[src/rtl/pc_sequencer_if.sv]
// rtl/pc_sequencer_if.sv - execute/fetch-side signal bundle for pc_sequencer (PC_SEQ_INSTRET_EN adds o_instret)
interface pc_sequencer_if #(
    parameter int XLEN = 32
);
    logic [1:0]      i_prePCSrc;
    logic [XLEN-1:0] i_branchTarget;
    logic [XLEN-1:0] i_jalrTarget;
    logic [XLEN-1:0] i_mtvec;
    logic            i_instDone;
    logic            i_stall;
    logic            i_imemReady;
    logic [XLEN-1:0] o_pc;
    logic [XLEN-1:0] o_pcPlus4;
    logic            o_imemReq;
    logic            o_fetched;
    logic            o_trapTaken;
    logic [XLEN-1:0] o_mepc;
    logic [3:0]      o_mcause;
`ifdef PC_SEQ_INSTRET_EN
    logic [63:0]     o_instret;

    modport master (
        output i_prePCSrc, i_branchTarget, i_jalrTarget, i_mtvec,
               i_instDone, i_stall, i_imemReady,
        input  o_pc, o_pcPlus4, o_imemReq, o_fetched, o_trapTaken,
               o_mepc, o_mcause, o_instret
    );
    modport slave (
        input  i_prePCSrc, i_branchTarget, i_jalrTarget, i_mtvec,
               i_instDone, i_stall, i_imemReady,
        output o_pc, o_pcPlus4, o_imemReq, o_fetched, o_trapTaken,
               o_mepc, o_mcause, o_instret
    );
`else
    modport master (
        output i_prePCSrc, i_branchTarget, i_jalrTarget, i_mtvec,
               i_instDone, i_stall, i_imemReady,
        input  o_pc, o_pcPlus4, o_imemReq, o_fetched, o_trapTaken,
               o_mepc, o_mcause
    );
    modport slave (
        input  i_prePCSrc, i_branchTarget, i_jalrTarget, i_mtvec,
               i_instDone, i_stall, i_imemReady,
        output o_pc, o_pcPlus4, o_imemReq, o_fetched, o_trapTaken,
               o_mepc, o_mcause
    );
`endif
endinterface

[src/rtl/pc_sequencer.sv]
// rtl/pc_sequencer.sv - RV32I PC register, fetch handshake and trap capture; PC_SEQ_INSTRET_EN adds a retired-instruction counter
module pc_sequencer #(
    parameter int              XLEN     = 32,
    parameter logic [XLEN-1:0] RESET_PC = '0
) (
    input logic          i_clk,
    input logic          i_rst,
    pc_sequencer_if.slave bus
);
    typedef enum logic [1:0] {HOLD, FETCH, EXEC} state_t;

    state_t          state_q;
    logic [XLEN-1:0] pc_q, mepc_q;
    logic [3:0]      mcause_q;
    logic            imem_req_q, fetched_q, trap_taken_q;
`ifdef PC_SEQ_INSTRET_EN
    logic [63:0]     instret_q;
`endif

    logic [XLEN-1:0] pc_plus4, target, pc_d;
    logic [3:0]      mcause_d;
    logic            misaligned, trap_d, commit;

    assign pc_plus4 = pc_q + XLEN'(4);
    assign commit   = (state_q == EXEC) && bus.i_instDone && !bus.i_stall;

    always_comb begin
        target = pc_plus4;
        case (bus.i_prePCSrc)
            2'b01:   target = bus.i_branchTarget;
            2'b11:   target = {bus.i_jalrTarget[XLEN-1:1], 1'b0};
            default: target = pc_plus4;
        endcase
        // Only redirecting codes can misalign; PC+4 from an aligned PC never does.
        misaligned = bus.i_prePCSrc[0] && target[1];
        trap_d     = (bus.i_prePCSrc == 2'b10) || misaligned;
        mcause_d   = (bus.i_prePCSrc == 2'b10) ? 4'd11 : 4'd0;
        pc_d       = trap_d ? {bus.i_mtvec[XLEN-1:2], 2'b00} : target;
    end

    always_ff @(posedge i_clk) begin
        if (i_rst) begin
            state_q      <= HOLD;
            pc_q         <= RESET_PC;
            mepc_q       <= '0;
            mcause_q     <= 4'd0;
            imem_req_q   <= 1'b0;
            fetched_q    <= 1'b0;
            trap_taken_q <= 1'b0;
`ifdef PC_SEQ_INSTRET_EN
            instret_q    <= 64'd0;
`endif
        end else begin
            fetched_q    <= 1'b0;
            trap_taken_q <= 1'b0;
            case (state_q)
                HOLD: begin
                    state_q    <= FETCH;
                    imem_req_q <= 1'b1;
                end
                FETCH: begin
                    if (bus.i_imemReady) begin
                        state_q    <= EXEC;
                        imem_req_q <= 1'b0;
                        fetched_q  <= 1'b1;
                    end
                end
                EXEC: begin
                    if (commit) begin
                        state_q    <= FETCH;
                        imem_req_q <= 1'b1;
                        pc_q       <= pc_d;
                        if (trap_d) begin
                            mepc_q       <= pc_q;
                            mcause_q     <= mcause_d;
                            trap_taken_q <= 1'b1;
                        end
`ifdef PC_SEQ_INSTRET_EN
                        else begin
                            instret_q <= instret_q + 64'd1;
                        end
`endif
                    end
                end
                default: begin
                    state_q    <= HOLD;
                    imem_req_q <= 1'b0;
                end
            endcase
        end
    end

    assign bus.o_pc        = pc_q;
    assign bus.o_pcPlus4   = pc_plus4;
    assign bus.o_imemReq   = imem_req_q;
    assign bus.o_fetched   = fetched_q;
    assign bus.o_trapTaken = trap_taken_q;
    assign bus.o_mepc      = mepc_q;
    assign bus.o_mcause    = mcause_q;
`ifdef PC_SEQ_INSTRET_EN
    assign bus.o_instret   = instret_q;
`endif
endmodule

[src/flat_wrapper.sv]
// flat-port wrapper written by rule: the top's interface ports become plain ports
module pc_sequencer_flat 
#(
    parameter int              XLEN     = 32,
    parameter logic [XLEN-1:0] RESET_PC = '0
)
  (i_clk, i_rst, bus_i_prePCSrc, bus_i_branchTarget, bus_i_jalrTarget, bus_i_mtvec, bus_i_instDone, bus_i_stall, bus_i_imemReady, bus_o_pc, bus_o_pcPlus4, bus_o_imemReq, bus_o_fetched, bus_o_trapTaken, bus_o_mepc, bus_o_mcause);
  pc_sequencer_if #(.XLEN(XLEN)) bus_i ();
  input logic i_clk;
  input logic i_rst;
  input wire logic [$bits(bus_i.i_prePCSrc)-1:0] bus_i_prePCSrc;
  input wire logic [$bits(bus_i.i_branchTarget)-1:0] bus_i_branchTarget;
  input wire logic [$bits(bus_i.i_jalrTarget)-1:0] bus_i_jalrTarget;
  input wire logic [$bits(bus_i.i_mtvec)-1:0] bus_i_mtvec;
  input wire logic [$bits(bus_i.i_instDone)-1:0] bus_i_instDone;
  input wire logic [$bits(bus_i.i_stall)-1:0] bus_i_stall;
  input wire logic [$bits(bus_i.i_imemReady)-1:0] bus_i_imemReady;
  output wire logic [$bits(bus_i.o_pc)-1:0] bus_o_pc;
  output wire logic [$bits(bus_i.o_pcPlus4)-1:0] bus_o_pcPlus4;
  output wire logic [$bits(bus_i.o_imemReq)-1:0] bus_o_imemReq;
  output wire logic [$bits(bus_i.o_fetched)-1:0] bus_o_fetched;
  output wire logic [$bits(bus_i.o_trapTaken)-1:0] bus_o_trapTaken;
  output wire logic [$bits(bus_i.o_mepc)-1:0] bus_o_mepc;
  output wire logic [$bits(bus_i.o_mcause)-1:0] bus_o_mcause;
  assign bus_i.i_prePCSrc = bus_i_prePCSrc;
  assign bus_i.i_branchTarget = bus_i_branchTarget;
  assign bus_i.i_jalrTarget = bus_i_jalrTarget;
  assign bus_i.i_mtvec = bus_i_mtvec;
  assign bus_i.i_instDone = bus_i_instDone;
  assign bus_i.i_stall = bus_i_stall;
  assign bus_i.i_imemReady = bus_i_imemReady;
  assign bus_o_pc = bus_i.o_pc;
  assign bus_o_pcPlus4 = bus_i.o_pcPlus4;
  assign bus_o_imemReq = bus_i.o_imemReq;
  assign bus_o_fetched = bus_i.o_fetched;
  assign bus_o_trapTaken = bus_i.o_trapTaken;
  assign bus_o_mepc = bus_i.o_mepc;
  assign bus_o_mcause = bus_i.o_mcause;
  pc_sequencer #(.XLEN(XLEN), .RESET_PC(RESET_PC)) u_core (.i_clk(i_clk), .i_rst(i_rst), .bus(bus_i));
endmodule
[config.mk]
export PLATFORM = sky130hd
export DESIGN_NAME = pc_sequencer_flat
export DESIGN_NICKNAME = d
export VERILOG_FILES = /design/src/rtl/pc_sequencer_if.sv /design/src/rtl/pc_sequencer.sv /design/src/flat_wrapper.sv
export SDC_FILE = /design/constraint.sdc
export NUM_CORES = 1
export LEC_CHECK = 0
export ABC_AREA = 1
export CELL_PAD_IN_SITES_DETAIL_PLACEMENT = 1
export CELL_PAD_IN_SITES_GLOBAL_PLACEMENT = 2
export CORE_AREA = 2 2 144 146
export CTS_BUF_LIST = sky130_fd_sc_hd__clkbuf_16
export DETAILED_ROUTE_END_ITERATION = 6
export DIE_AREA = 0 0 146 148
export HOLD_SLACK_MARGIN = 0.03
export PLACE_DENSITY = 0.93
export SLEW_MARGIN = 20
export SYNTH_ARGS = -nofsm -noshare
export SYNTH_HDL_FRONTEND = slang
export SYNTH_SLANG_ARGS = --single-unit
[constraint.sdc]
create_clock -name i_clk -period 3.6 [get_ports i_clk]
set_input_delay 0.72 -clock i_clk [delete_from_list [all_inputs] [get_ports i_clk]]
set_output_delay 0.72 -clock i_clk [all_outputs]
set_load 0.005 [all_outputs]
==> impl_metrics.yaml, run 1 <==
outcome:
  status: "finished clean"
floorplan:
  die-area_mm2: 0.02161
  die_w_um: 146
  boundaryPins: 206
  core-area_mm2: 0.02004
  start_util_pct: 21.77
  die_h_um: 148
  rows: 52
clock_tree:
  clock_sink_count: 69
  post_cts_buffers: 0
  postCtsHoldBufs: 0
  cts_max_path_buffers: 2
  cts_tree: "built"
  clkLatencyLatePin_ns: 0.34
  cts_root_buf: "clkbuf_16"
  post_cts_resized: 0
  clk_pin_slew_ns: 0.06
  cts_max_level: 3
  numCtsBuffers: 9
drt:
  vias_per_cell: 4.563
  vias: 5115
  initialDrtViolationCount: 157
  drtPass1Iterations: 4
  wl_um: 19490
  post_drt_wl_per_cell_um: 17.39
  drc: 0
  antenna_left: 0
placement:
  place_ws_ns: 0.8382
  dp_hpwl_um: 14740
  gp_congestion: 0.8259
  port_buffers: 201
synthesis:
  ys_seq_area_share_pct: 31.66
  syn_area_mm2: 0.004363
  synth_area_per_cell_um2: 6.571
  syn-num-nets: 768
  ys_types: 32
  synth-seq-cells: 69
  synthCells: 664
  yosys_warnings: 0
grt:
  grt_max_degree: 62
  grt_pass1_wl_um: 30440
  antenna_found_initial: 0
  grt_overflow: 0
  grt_pass1_vias: 5292
  grt_usage_pct: 18.03
run:
  maxCapViolations: 0
finish:
  final_cell_mix: "nand2_1 (219), clkdlybuf4s50_1 (200), a21oi_1 (75)"
  drive_gt1_share_pct: 8.226
  syn_to_final_growth_pct: 59.02
  fin_nets: 951
  fillCellCount: 2520
  diodes: 0
  final_common_cell: "nand2_1"
sta:
  hold_violations: 0
  fin_skew_ns: 0.007526
  fin_setup_tns_ns: 0
  timing.fmax_mhz: 322.9
  rsz0062_at_grt: "false"
  period_needed_ns: 3.097
  drv_slew: 0
  period_share_pct: 86.04
  relSlewSlack_pct: 49.55
  fin_ws_ns: 0.5027
  setup_violations: 0
  tightest_slew_ns: 0.7568
min_path:
  hold_class: "reg2reg"
worst_setup_path:
  worst_setup_path_start_kind: "register"
  cp.arrival_ns: 2.38
  required_ns: 2.88
  worstSetupPathType: "reg2out"
  cp-end-kind: "primary output"
  crit_fanout: 6
pwr:
  power.density_mw_per_mm2: 298.1
  leakage_nw: 2.574
  ir_drop_uv: 182.2
## power breakdown
| part | internal (W) | switching [W] |
|---|---|---|
| Sequential | 0.000771 | 0.0000118 |
| Combinational | 0.000168 | 0.000148 |
| Clock | 0.000603 | 0.000366 |
| Total | 0.00154 | 0.000526 |
## registers in the layout, summed over array words and instances (netlist names)
signal,flops
u_core.bus.o_imemReq,1
u_core.bus.o_trapTaken,1
u_core.bus.o_mcause,1
u_core.bus.o_mepc,32
u_core.bus.o_pc,32
u_core.state_q,1
u_core.bus.o_fetched,1
## final cells by class
| type | instances | area [um2] | area share [%] |
|---|---|---|---|
| multi-input combinational | 517 | 2636 | 38.00 |
| clock buffer | 9 | 225.2 | 3.246 |
| tap | 270 | 337.8 | 4.869 |
| sequential | 69 | 1381 | 19.91 |
| clock inverter | 6 | 88.84 | 1.280 |
| timing repair buffer | 215 | 2137 | 30.80 |
| inverter | 35 | 131.4 | 1.894 |
## through the flow
stage | power [W] | hold WS [ns] | utilization [%] | cells | area, um2
after floorplan | 0.0009277 | 0.4556 | - | 664 | 4363
after global placement | 0.001112 | 0.4491 | 33.05 | 1106 | 6624
after detailed placement | 0.001117 | 0.4549 | 33.05 | 1106 | 6624
after CTS | 0.002095 | 0.4647 | 34.62 | 1121 | 6938
after global routing | 0.002152 | 0.4777 | 34.62 | 1121 | 6938
final | 0.002068 | 0.4612 | 34.62 | 1121 | 6938
## synth_stat cells
library cell | n | area (um2)
nand2_1 | 219 | 822.0
a21oi_1 | 75 | 375.4
dfxtp_1 | 69 | 1381
nand3_1 | 55 | 275.3
nor2_1 | 54 | 202.7
inv_1 | 30 | 112.6
a22o_1 | 25 | 219.0
o21a_1 | 21 | 157.7
buf_2 | 18 | 90.09
clkbuf_1 | 17 | 63.81
o21ai_0 | 11 | 55.05
buf_4 | 8 | 60.06
and2_1 | 7 | 43.79
nor2_4 | 7 | 78.83
xor2_1 | 6 | 52.55
inv_2 | 5 | 18.77
or2_2 | 5 | 31.28
xor2_2 | 5 | 81.33
nand2_2 | 4 | 25.02
nor2_2 | 4 | 25.02
a21oi_2 | 3 | 26.28
nand2_4 | 3 | 33.78
nand3b_1 | 3 | 22.52
nor2_8 | 2 | 40.04
a21oi_4 | 1 | 16.27
a221oi_1 | 1 | 8.760
conb_1 | 1 | 3.750
ha_1 | 1 | 12.51
nand4_1 | 1 | 6.260
nor3_1 | 1 | 5.000
o211ai_1 | 1 | 7.510
o21ai_2 | 1 | 8.760
## kinds of logic (layout without fill, tap and decap cells)
family	count (synthesis)	after routing	share of synthesized area [%]
and+or+nand+nor	365	365	36.94
DFF	69	69	31.66
buffers and inverters	78	265	7.915
other	1	1	0.08595
AOI/OAI and AO/OA	139	139	20.05
adders and majority gates	1	1	0.2867
xor gates and xnor gates	11	11	3.069
## worst max-delay path: stages, from the launching register on
cell             delay (ns)
dfxtp_1                0.43
ha_1                   0.24
nand2_2                0.08
nor2_4                 0.16
nand2_4                0.11
nor2_2                 0.17
xor2_1                 0.24
clkdlybuf4s50_1        0.61
## path summary, 6_finish.rpt
path	from	end	slack, ns	depth (start not counted)
setup / recovery	u_core.bus.o_pc[2]	bus_o_pcPlus4[12]	0.50	7
hold reg to reg	u_core.bus.o_mepc[12]	u_core.bus.o_mepc[12]	0.46	2
hold / removal	u_core.bus.o_mepc[12]	u_core.bus.o_mepc[12]	0.46	2
setup reg to reg	u_core.bus.o_pc[2]	u_core.bus.o_pc[26]	1.72	12
## metal layers
layer	part of all wire (%)	vias to the layer above	global-route usage [%]
met1	46	2415	23.21
li1	-	2530	-
met5	0	-	0
met4	2.9	0	7.184
met3	3.8	29	3.426
met2	47	141	29.83
Note: power is estimated with default switching activity, not from simulation.
==> run 2: changes to the inputs <==
==> constraint.sdc (replaced) <==
create_clock -name i_clk -period 3.6 [get_ports i_clk]
set_input_delay 0.54 -clock i_clk [delete_from_list [all_inputs] [get_ports i_clk]]
set_output_delay 0.54 -clock i_clk [all_outputs]
set_load 0.005 [all_outputs]
==> run 2 against run 1 <==
Compared with the run above:
- non-clock buffer count down 3
- clock skew is 0.0027 ns higher
- critical path depth is the same
- global-route usage shrank 0.089 points
- register-to-register slack got worse by 0.04 ns
- highest routed layer unchanged
- first-iteration DRC count grew 46%
- largest power group unchanged
- worst setup slack better by 0.11 ns
- critical path type unchanged
- maximum frequency is 3.6% higher
- wire length is 0.29% lower
- combinational power shrank 2%
==> impl_metrics.yaml, run 2 (synthesis gave the netlist of run 1 again) <==
outcome:
  status: "finished clean"
sta:
  hold_violations: 0
  tightest_slew_ns: 0.7790
  fin_setup_tns_ns: 0
  setup_violations: 0
  timing.fmax_mhz: 334.6
  holdWs_ns: 0.4610
  drv_slew: 0
  period_needed_ns: 2.989
  fin_skew_ns: 0.01020
  rsz0062_at_grt: "false"
  relSlewSlack_pct: 47.88
  period_share_pct: 83.01
floorplan:
  start_util_pct: 21.77
  die_h_um: 148
  core-area_mm2: 0.02004
  rows: 52
  die_w_um: 146
  die-area_mm2: 0.02161
  boundaryPins: 206
pwr:
  clkPwrFrac_pct: 48.9
  sw_frac_of_total_pct: 24.82
  seqPwrFrac_pct: 36.6
  leakage_nw: 2.568
  internal-power_w: 0.001609
  combinationalPowerShare_pct: 14.5
  power_switching_w: 0.0005313
  ir_drop_uv: 177.8
  power.density_mw_per_mm2: 309.6
  power_w: 0.002141
grt:
  grt_pass1_vias: 5202
  grt_overflow: 0
  antenna_found_initial: 0
  grt_max_degree: 36
  grt_usage_pct: 17.94
  grt_pass1_wl_um: 29940
worst_setup_path:
  cp-end-kind: "primary output"
  startpoint: "u_core.bus.o_pc[2]"
  cp.arrival_ns: 2.45
  worst_setup_path_start_kind: "register"
  crit_fanout: 6
  timing.rr.start: "u_core.bus.o_pc[2]"
  worstSetupPathType: "reg2out"
  required_ns: 3.06
drt:
  vias: 5072
  drtPass1Iterations: 4
  drc: 0
  vias_per_cell: 4.537
  wl_um: 19440
  initialDrtViolationCount: 229
  post_drt_wl_per_cell_um: 17.39
  antenna_left: 0
finish:
  diodes: 0
  regArea_mm2: 0.001381
  fillCellCount: 2526
  syn_to_final_growth_pct: 58.47
  final_cell_mix: "nand2_1 (219), clkdlybuf4s50_1 (200), a21oi_1 (75)"
  multi_input_area_mm2: 0.002636
  fin_nets: 948
  drive_gt1_share_pct: 7.901
  final_common_cell: "nand2_1"
clock_tree:
  cts_root_buf: "clkbuf_16"
  post_cts_resized: 0
  cts_max_path_buffers: 2
  numCtsBuffers: 9
  cts_tree: "built"
  postCtsHoldBufs: 0
  clock_sink_count: 69
  clk_pin_slew_ns: 0.06
  post_cts_buffers: 0
  clkLatencyLatePin_ns: 0.34
  cts_max_level: 3
run:
  maxCapViolations: 0
min_path:
  hold_class: "reg2reg"
  min-delay-start: "u_core.bus.o_mepc[8]"
placement:
  port_buffers: 201
  dp_hpwl_um: 14390
  gp_congestion: 0.8094
run 2: routing by layer:
metal | share of wire [%] | wire length, um | track usage [%]
met1 | 47 | 9147 | 23.53
met2 | 46 | 8997 | 29.79
met3 | 3.9 | 758 | 3.056
met4 | 2.7 | 534 | 6.359
met5 | 0 | 0 | 0
run 2: final timing paths:
kind,to,slack [ns],depth (start not counted)
hold / removal,u_core.bus.o_mepc[8],0.46,2
hold reg to reg,u_core.bus.o_mepc[8],0.46,2
setup / recovery,bus_o_pcPlus4[14],0.61,7
setup reg to reg,u_core.bus.o_pc[18],1.68,10
run 2: cell type report:
type                    instances  share of cell area, %
flip-flops and latches         69                  19.98
multi-input cells             517                  38.13
clock buffers                   9                  3.257
clock inverters                 6                  1.629
well taps                     270                  4.886
inverters                      35                  1.900
repair buffers                212                  30.22
run 2: stage by stage:
stage / area (um2) / std cells / utilization (%) / setup slack, ns
final: 6914 / 1118 / 34.50 / 0.6115
after global routing: 6914 / 1118 / 34.50 / 0.4339
after CTS: 6914 / 1118 / 34.50 / 0.6009
after detailed placement: 6576 / 1103 / 32.82 / 0.8246
after global placement: 6576 / 1103 / 32.82 / 0.8415
after floorplan: 4363 / 664 / - / 1.724
run 2: power by group through the flow:
stage | combinational [W] | sequential, W | clock (W)
final | 0.000310 | 0.000784 | 0.00105
after global routing | 0.000341 | 0.000785 | 0.00110
after CTS | 0.000313 | 0.000784 | 0.00107
after detailed placement | 0.000311 | 0.000801 | 0
after global placement | 0.000307 | 0.000801 | 0
after floorplan | 0.000131 | 0.000797 | 0
run 2: critical path, cell delays in order (launching register included):
cell	delay (ns)
dfxtp_1	0.48
ha_1	0.26
nand2_2	0.08
nor2_4	0.18
nand2_4	0.11
nor2_4	0.14
xor2_1	0.25
clkdlybuf4s50_1	0.61
